## config.mk

```make
export PLATFORM = sky130hd
export DESIGN_NAME = adder_pipe
export DESIGN_NICKNAME = d
export VERILOG_FILES = /design/src/rtl/adder_pipe.sv
export SDC_FILE = /design/constraint.sdc
export NUM_CORES = 1
export LEC_CHECK = 0
export CORE_UTILIZATION = 49
export DETAILED_ROUTE_END_ITERATION = 7
export PLACE_DENSITY = 0.75
export SETUP_SLACK_MARGIN = 0.5
export SLEW_MARGIN = 20
export SYNTH_ARGS = -nofsm -noshare
export SYNTH_HDL_FRONTEND = slang
export SYNTH_SLANG_ARGS = --single-unit
```

## constraint.sdc

```tcl
create_clock -name I_sys_clk -period 2 [get_ports I_sys_clk]
set_input_delay 0.3 -clock I_sys_clk [delete_from_list [all_inputs] [get_ports I_sys_clk]]
set_output_delay 0.3 -clock I_sys_clk [all_outputs]
set_load 0.02 [all_outputs]
```

## src/rtl/adder_pipe.sv

```systemverilog
// Pipelined adder/accumulator with a valid/ready handshake on both sides.
// The result is computed at accept time and then carried through C_PIPE_STAGES registers.
module adder_pipe #(
    parameter int C_DATA_WIDTH  = 4,
    parameter int C_ACC_WIDTH   = C_DATA_WIDTH + 4,
    parameter int C_PIPE_STAGES = 2,
    parameter int C_SIGNED      = 0,
    parameter int C_SAT         = 1
) (
    input  logic                    I_sys_clk,
    input  logic                    I_rst_n,
    input  logic                    I_valid,
    output logic                    O_ready,
    input  logic [1:0]              I_mode,
    input  logic [C_DATA_WIDTH-1:0] I_a,
    input  logic [C_DATA_WIDTH-1:0] I_b,
    output logic                    O_valid,
    input  logic                    I_ready,
    output logic [C_ACC_WIDTH-1:0]  O_sum,
    output logic                    O_ovf
);

    localparam int AW = C_ACC_WIDTH;
    localparam int XW = C_ACC_WIDTH + 2;
    localparam int NS = C_PIPE_STAGES;

    generate
        if (C_DATA_WIDTH < 2 || C_DATA_WIDTH > 32 || C_ACC_WIDTH < C_DATA_WIDTH + 1 ||
            C_PIPE_STAGES < 1 || C_PIPE_STAGES > 4 ||
            (C_SIGNED != 0 && C_SIGNED != 1) || (C_SAT != 0 && C_SAT != 1)) begin : g_bad_params
            $error("adder_pipe: illegal parameter combination");
        end
    endgenerate

    // Handshake: a beat is accepted when I_valid && O_ready, and delivered when
    // O_valid && I_ready. The whole pipe advances together whenever the last
    // stage is empty or being drained, so O_ready equals that advance signal.
    logic          advance;
    logic          accept;

    logic [XW-1:0] a_x;
    logic [XW-1:0] b_x;
    logic [XW-1:0] acc_x;
    logic [XW-1:0] ab_x;
    logic [XW-1:0] accsum_x;
    logic [AW:0]   diff_x;
    logic          acc_ovf;
    logic [AW-1:0] clamp;
    logic [AW-1:0] res;
    logic          res_ovf;

    logic [AW-1:0] acc_q;
    logic [AW-1:0] acc_d;
    logic          vld_q [NS];
    logic          vld_d [NS];
    logic [AW-1:0] sum_q [NS];
    logic [AW-1:0] sum_d [NS];
    logic          ovf_q [NS];
    logic          ovf_d [NS];

    assign advance = !vld_q[NS-1] || I_ready;
    assign accept  = I_valid && advance;

    // Two guard bits above the accumulator width expose both unsigned carry-out
    // and signed overflow of ACC + (A+B) without a separate carry chain.
    always_comb begin
        a_x      = (C_SIGNED != 0) ? XW'($signed(I_a))   : XW'(I_a);
        b_x      = (C_SIGNED != 0) ? XW'($signed(I_b))   : XW'(I_b);
        acc_x    = (C_SIGNED != 0) ? XW'($signed(acc_q)) : XW'(acc_q);
        ab_x     = a_x + b_x;
        diff_x   = a_x[AW:0] - b_x[AW:0];
        accsum_x = acc_x + ab_x;

        if (C_SIGNED != 0) begin
            acc_ovf = (accsum_x[XW-1:AW-1] != '0) && (accsum_x[XW-1:AW-1] != '1);
            clamp   = accsum_x[XW-1] ? {1'b1, {(AW-1){1'b0}}} : {1'b0, {(AW-1){1'b1}}};
        end else begin
            acc_ovf = (accsum_x[XW-1:AW] != '0);
            clamp   = '1;
        end

        res     = ab_x[AW-1:0];
        res_ovf = 1'b0;
        case (I_mode)
            2'b01: begin
                res     = diff_x[AW-1:0];
                res_ovf = (C_SIGNED == 0) && diff_x[AW];
            end
            2'b10: begin
                res     = ((C_SAT != 0) && acc_ovf) ? clamp : accsum_x[AW-1:0];
                res_ovf = acc_ovf;
            end
            default: begin
                res     = ab_x[AW-1:0];
                res_ovf = 1'b0;
            end
        endcase

        acc_d = acc_q;
        if (accept && I_mode[1]) begin
            acc_d = res;
        end
    end

    // Bubbles move with the data; nothing is compressed while the pipe advances.
    always_comb begin
        for (int i = 0; i < NS; i++) begin
            vld_d[i] = vld_q[i];
            sum_d[i] = sum_q[i];
            ovf_d[i] = ovf_q[i];
        end
        if (advance) begin
            vld_d[0] = I_valid;
            sum_d[0] = res;
            ovf_d[0] = res_ovf;
            for (int i = 1; i < NS; i++) begin
                vld_d[i] = vld_q[i-1];
                sum_d[i] = sum_q[i-1];
                ovf_d[i] = ovf_q[i-1];
            end
        end
    end

    always_ff @(posedge I_sys_clk or negedge I_rst_n) begin
        if (!I_rst_n) begin
            acc_q <= '0;
            for (int i = 0; i < NS; i++) begin
                vld_q[i] <= 1'b0;
                sum_q[i] <= '0;
                ovf_q[i] <= 1'b0;
            end
        end else begin
            acc_q <= acc_d;
            for (int i = 0; i < NS; i++) begin
                vld_q[i] <= vld_d[i];
                sum_q[i] <= sum_d[i];
                ovf_q[i] <= ovf_d[i];
            end
        end
    end

    assign O_ready = advance;
    assign O_valid = vld_q[NS-1];
    assign O_sum   = sum_q[NS-1];
    assign O_ovf   = ovf_q[NS-1];

endmodule

```

==> flow_summary.toml <==
[place]
numPortBuffers = 24
globalplace.congestion = 0.858
dp_hpwl_mm = 3.22

[routing]
dr.pass1.iters = 4
detail-route-antenna-nets = 0
drt_iter0_markers = 122
via_count = 1690
vias_per_cell = 5.47
wl_per_cell_um = 15.4
drt-total-wl_mm = 4.77
drc = 0

[critical_path]
arrival_ps = 2620
setup.worst_path.class = "input pin to flip-flop"
startpoint = "I_b[0]"
r2r_cells = 9
crit_path_end = "acc_q[5]$_DFFE_PN0P_"
required_ps = 2160
reg2reg_to = "sum_q[12]$_DFFE_PN0N_"
worstSetupEndpointType = "flip-flop"
r2r_setup_slack_ps = -130
reg2reg_from = "acc_q[0]$_DFFE_PN0P_"
worst_setup_path_start_kind = "input pin"
path_max_fanout = 4

[floorplan]
initial_core_util = 0.512
design.die.area_um2 = 4080
core-area_um2 = 3660
dieWidth_um = 63.9
io_pins = 25
die_h_um = 63.9
std_cell_rows = 22

[logic_synthesis]
synth_compound_area_frac = 0.175
ys_types = 45
async_reset_ff_frac = 1.00
synth_mux_area_frac = 0.0240
synth_area_leaders = "dfrtp_1 (37%), ha_1 (10%), nand2_1 (8.4%)"
synth_top_family_by_area = "simple AND/OR/NAND/NOR gates"
synthCells = 208
ys_ff_latch = 28
synthSimpleGateAreaFrac = 0.193
synth_top_area_share = 0.374
syn-cell-area_um2 = 1880
synth_nets = 240
synth_edf_count = 0
synth_xor_xnor_area_share = 0.0187
postSynthAreaPerCell_um2 = 9.02
yosys.area.top_type = "dfrtp_1"
yosysSeqAreaShare = 0.374
synth_warnings = 0
yosys.area_share.adder = 0.132
ys.flop_type = "dfrtp_1"

[timing]
fmax_ghz = 0.407
hold_ws_ps = 403
fin_tns_setup_ps = -6010
relSlewSlack = 0.696
final.setup.worst_slack_ps = -456
period_share = 1.23
worst_pin_slew_ps = 451
finalMaxSlewViolations = 0
setup_viol = 17
skew_ps = 4.44
hold_viol = 0
rsz0062_at_grt = "yes"
period_minus_slack_ps = 2460

[final_layout]
layout-drive-gt1-share = 0.372
syn_to_final_growth_pct = 44.0
final_cell_mix = "nand2_1 (42), buf_4 (37), dfrtp_1 (28), nor2_1 (13)"
final_common_cell = "nand2_1"
diodes = 0
nets = 295
finish.utilization = 0.738

[outcome]
failed_checks = "setup timing"
outcome = "complete, but fails checks"

[clock_network]
cts_tree = "built"
holdBufCountCts = 0
cts_buffers = 3
clkLatencyLatePin_ps = 270
cts_sinks = 28
clockBufferDepth = 2
cts_root_buf = "clkbuf_8"
ctsHtreeMaxLevel = 1
clk_pin_slew_worst_paths_ps = 90

[min_path]
min_path_type = "input pin to async pin"

[global_routing]
grt_pass1_wl_mm = 7.69
grt_antenna_before_repair = 0
grt_use_total = 0.248
grt_overflow = 0
grt_max_degree = 29
grt_pass1_vias = 1677

[pwr]
power.density_nw_per_um2 = 800
total_power_uw = 2160
power_leakage_uw = 0.00130
ir_drop_mv = 0.315

[job]
maxCapViolations = 0
[how the worst min path moves through the flow]
stage,start,endpoint,cells after the start
2_1_floorplan,I_rst_n,O_ovf$_DFFE_PN0N_,0
3_3_place_gp,vld_q[1]$_DFFE_PN0N_,vld_q[1]$_DFFE_PN0N_,2
3_5_place_dp,vld_q[1]$_DFFE_PN0N_,vld_q[1]$_DFFE_PN0N_,2
4_1_cts,I_rst_n,O_ovf$_DFFE_PN0N_,2
5_1_grt,I_rst_n,O_sum[2]$_DFFE_PN0N_,2
6_report,I_rst_n,O_sum[2]$_DFFE_PN0N_,2
[layout make-up]
class,count,area (µm²)
multi-input cells,148,1280
fillers,284,961
clock buffers,3,41.3
flip-flops and latches,28,701
well taps,48,60.1
repair buffers,64,547
inverters,18,70.1
[cell usage after synthesis, types with 2 or more instances]
master	count
nor3_1	2
a31oi_1	3
nor2b_1	2
a21oi_1	8
nand3_1	3
nand2b_1	4
buf_2	3
mux2_2	4
o31ai_1	6
and3_1	5
ha_1	15
dfrtp_1	28
fa_1	3
nor2_1	14
xor2_1	2
nand2_1	42
o21ai_0	5
clkbuf_1	2
or3_1	2
xnor2_1	2
o21ai_1	4
buf_4	9
inv_1	17
a221oi_2	2
[state kept, by name, summed over array words and instances (netlist names)]
| name | cells |
|---|---|
| O_ovf | 1 |
| O_sum | 8 |
| O_valid | 1 |
| acc_q | 8 |
| ovf_q | 1 |
| sum_q | 8 |
| vld_q | 1 |
[where the power goes]
part	switching, µW	internal, µW
Clock	164	135
Combinational	552	548
Sequential	80.2	681
[stage by stage]
stage | cells | area (µm²) | worst slack, ps
2_1_floorplan | 208 | 1960 | -472
3_3_place_gp | 298 | 2400 | -1140
3_5_place_dp | 298 | 2400 | -1190
4_1_cts | 309 | 2640 | -412
5_1_grt | 309 | 2700 | -524
6_report | 309 | 2700 | -456
[worst max-delay path, cell delays in order]
cell and delay (ps):
buf_8 100, ha_4 160, fa_2 360, nor2b_4 140, o21ai_2 150, nand2b_1 160, ha_4 300, a21o_1 210
a41oi_4 220, or3_1 150, a31oi_2 90, mux2_4 270
[timing repair]
action,in CTS,in global routing
pin swaps,37,17
setup buffers,8,0
resized for setup,79,10
setup endpoints to repair,28,17
[cells by family after synthesis]
| group | Yosys count |
|---|---|
| mux | 4 |
| flops | 28 |
| simple gates | 80 |
| fa+ha+maj | 18 |
| buf+inv | 32 |
| xor+xnor | 4 |
| compound gates | 42 |
[layer usage]
layer  GRT usage  routed length [µm]  up-vias
met5           0                   0        -
met4       0.134                 179        0
met3      0.0196                 162       17
met2       0.465                2560       56
met1       0.273                1870      806
li1            -                   -      811
No activity file was read; power rests on OpenSTA's default activity.
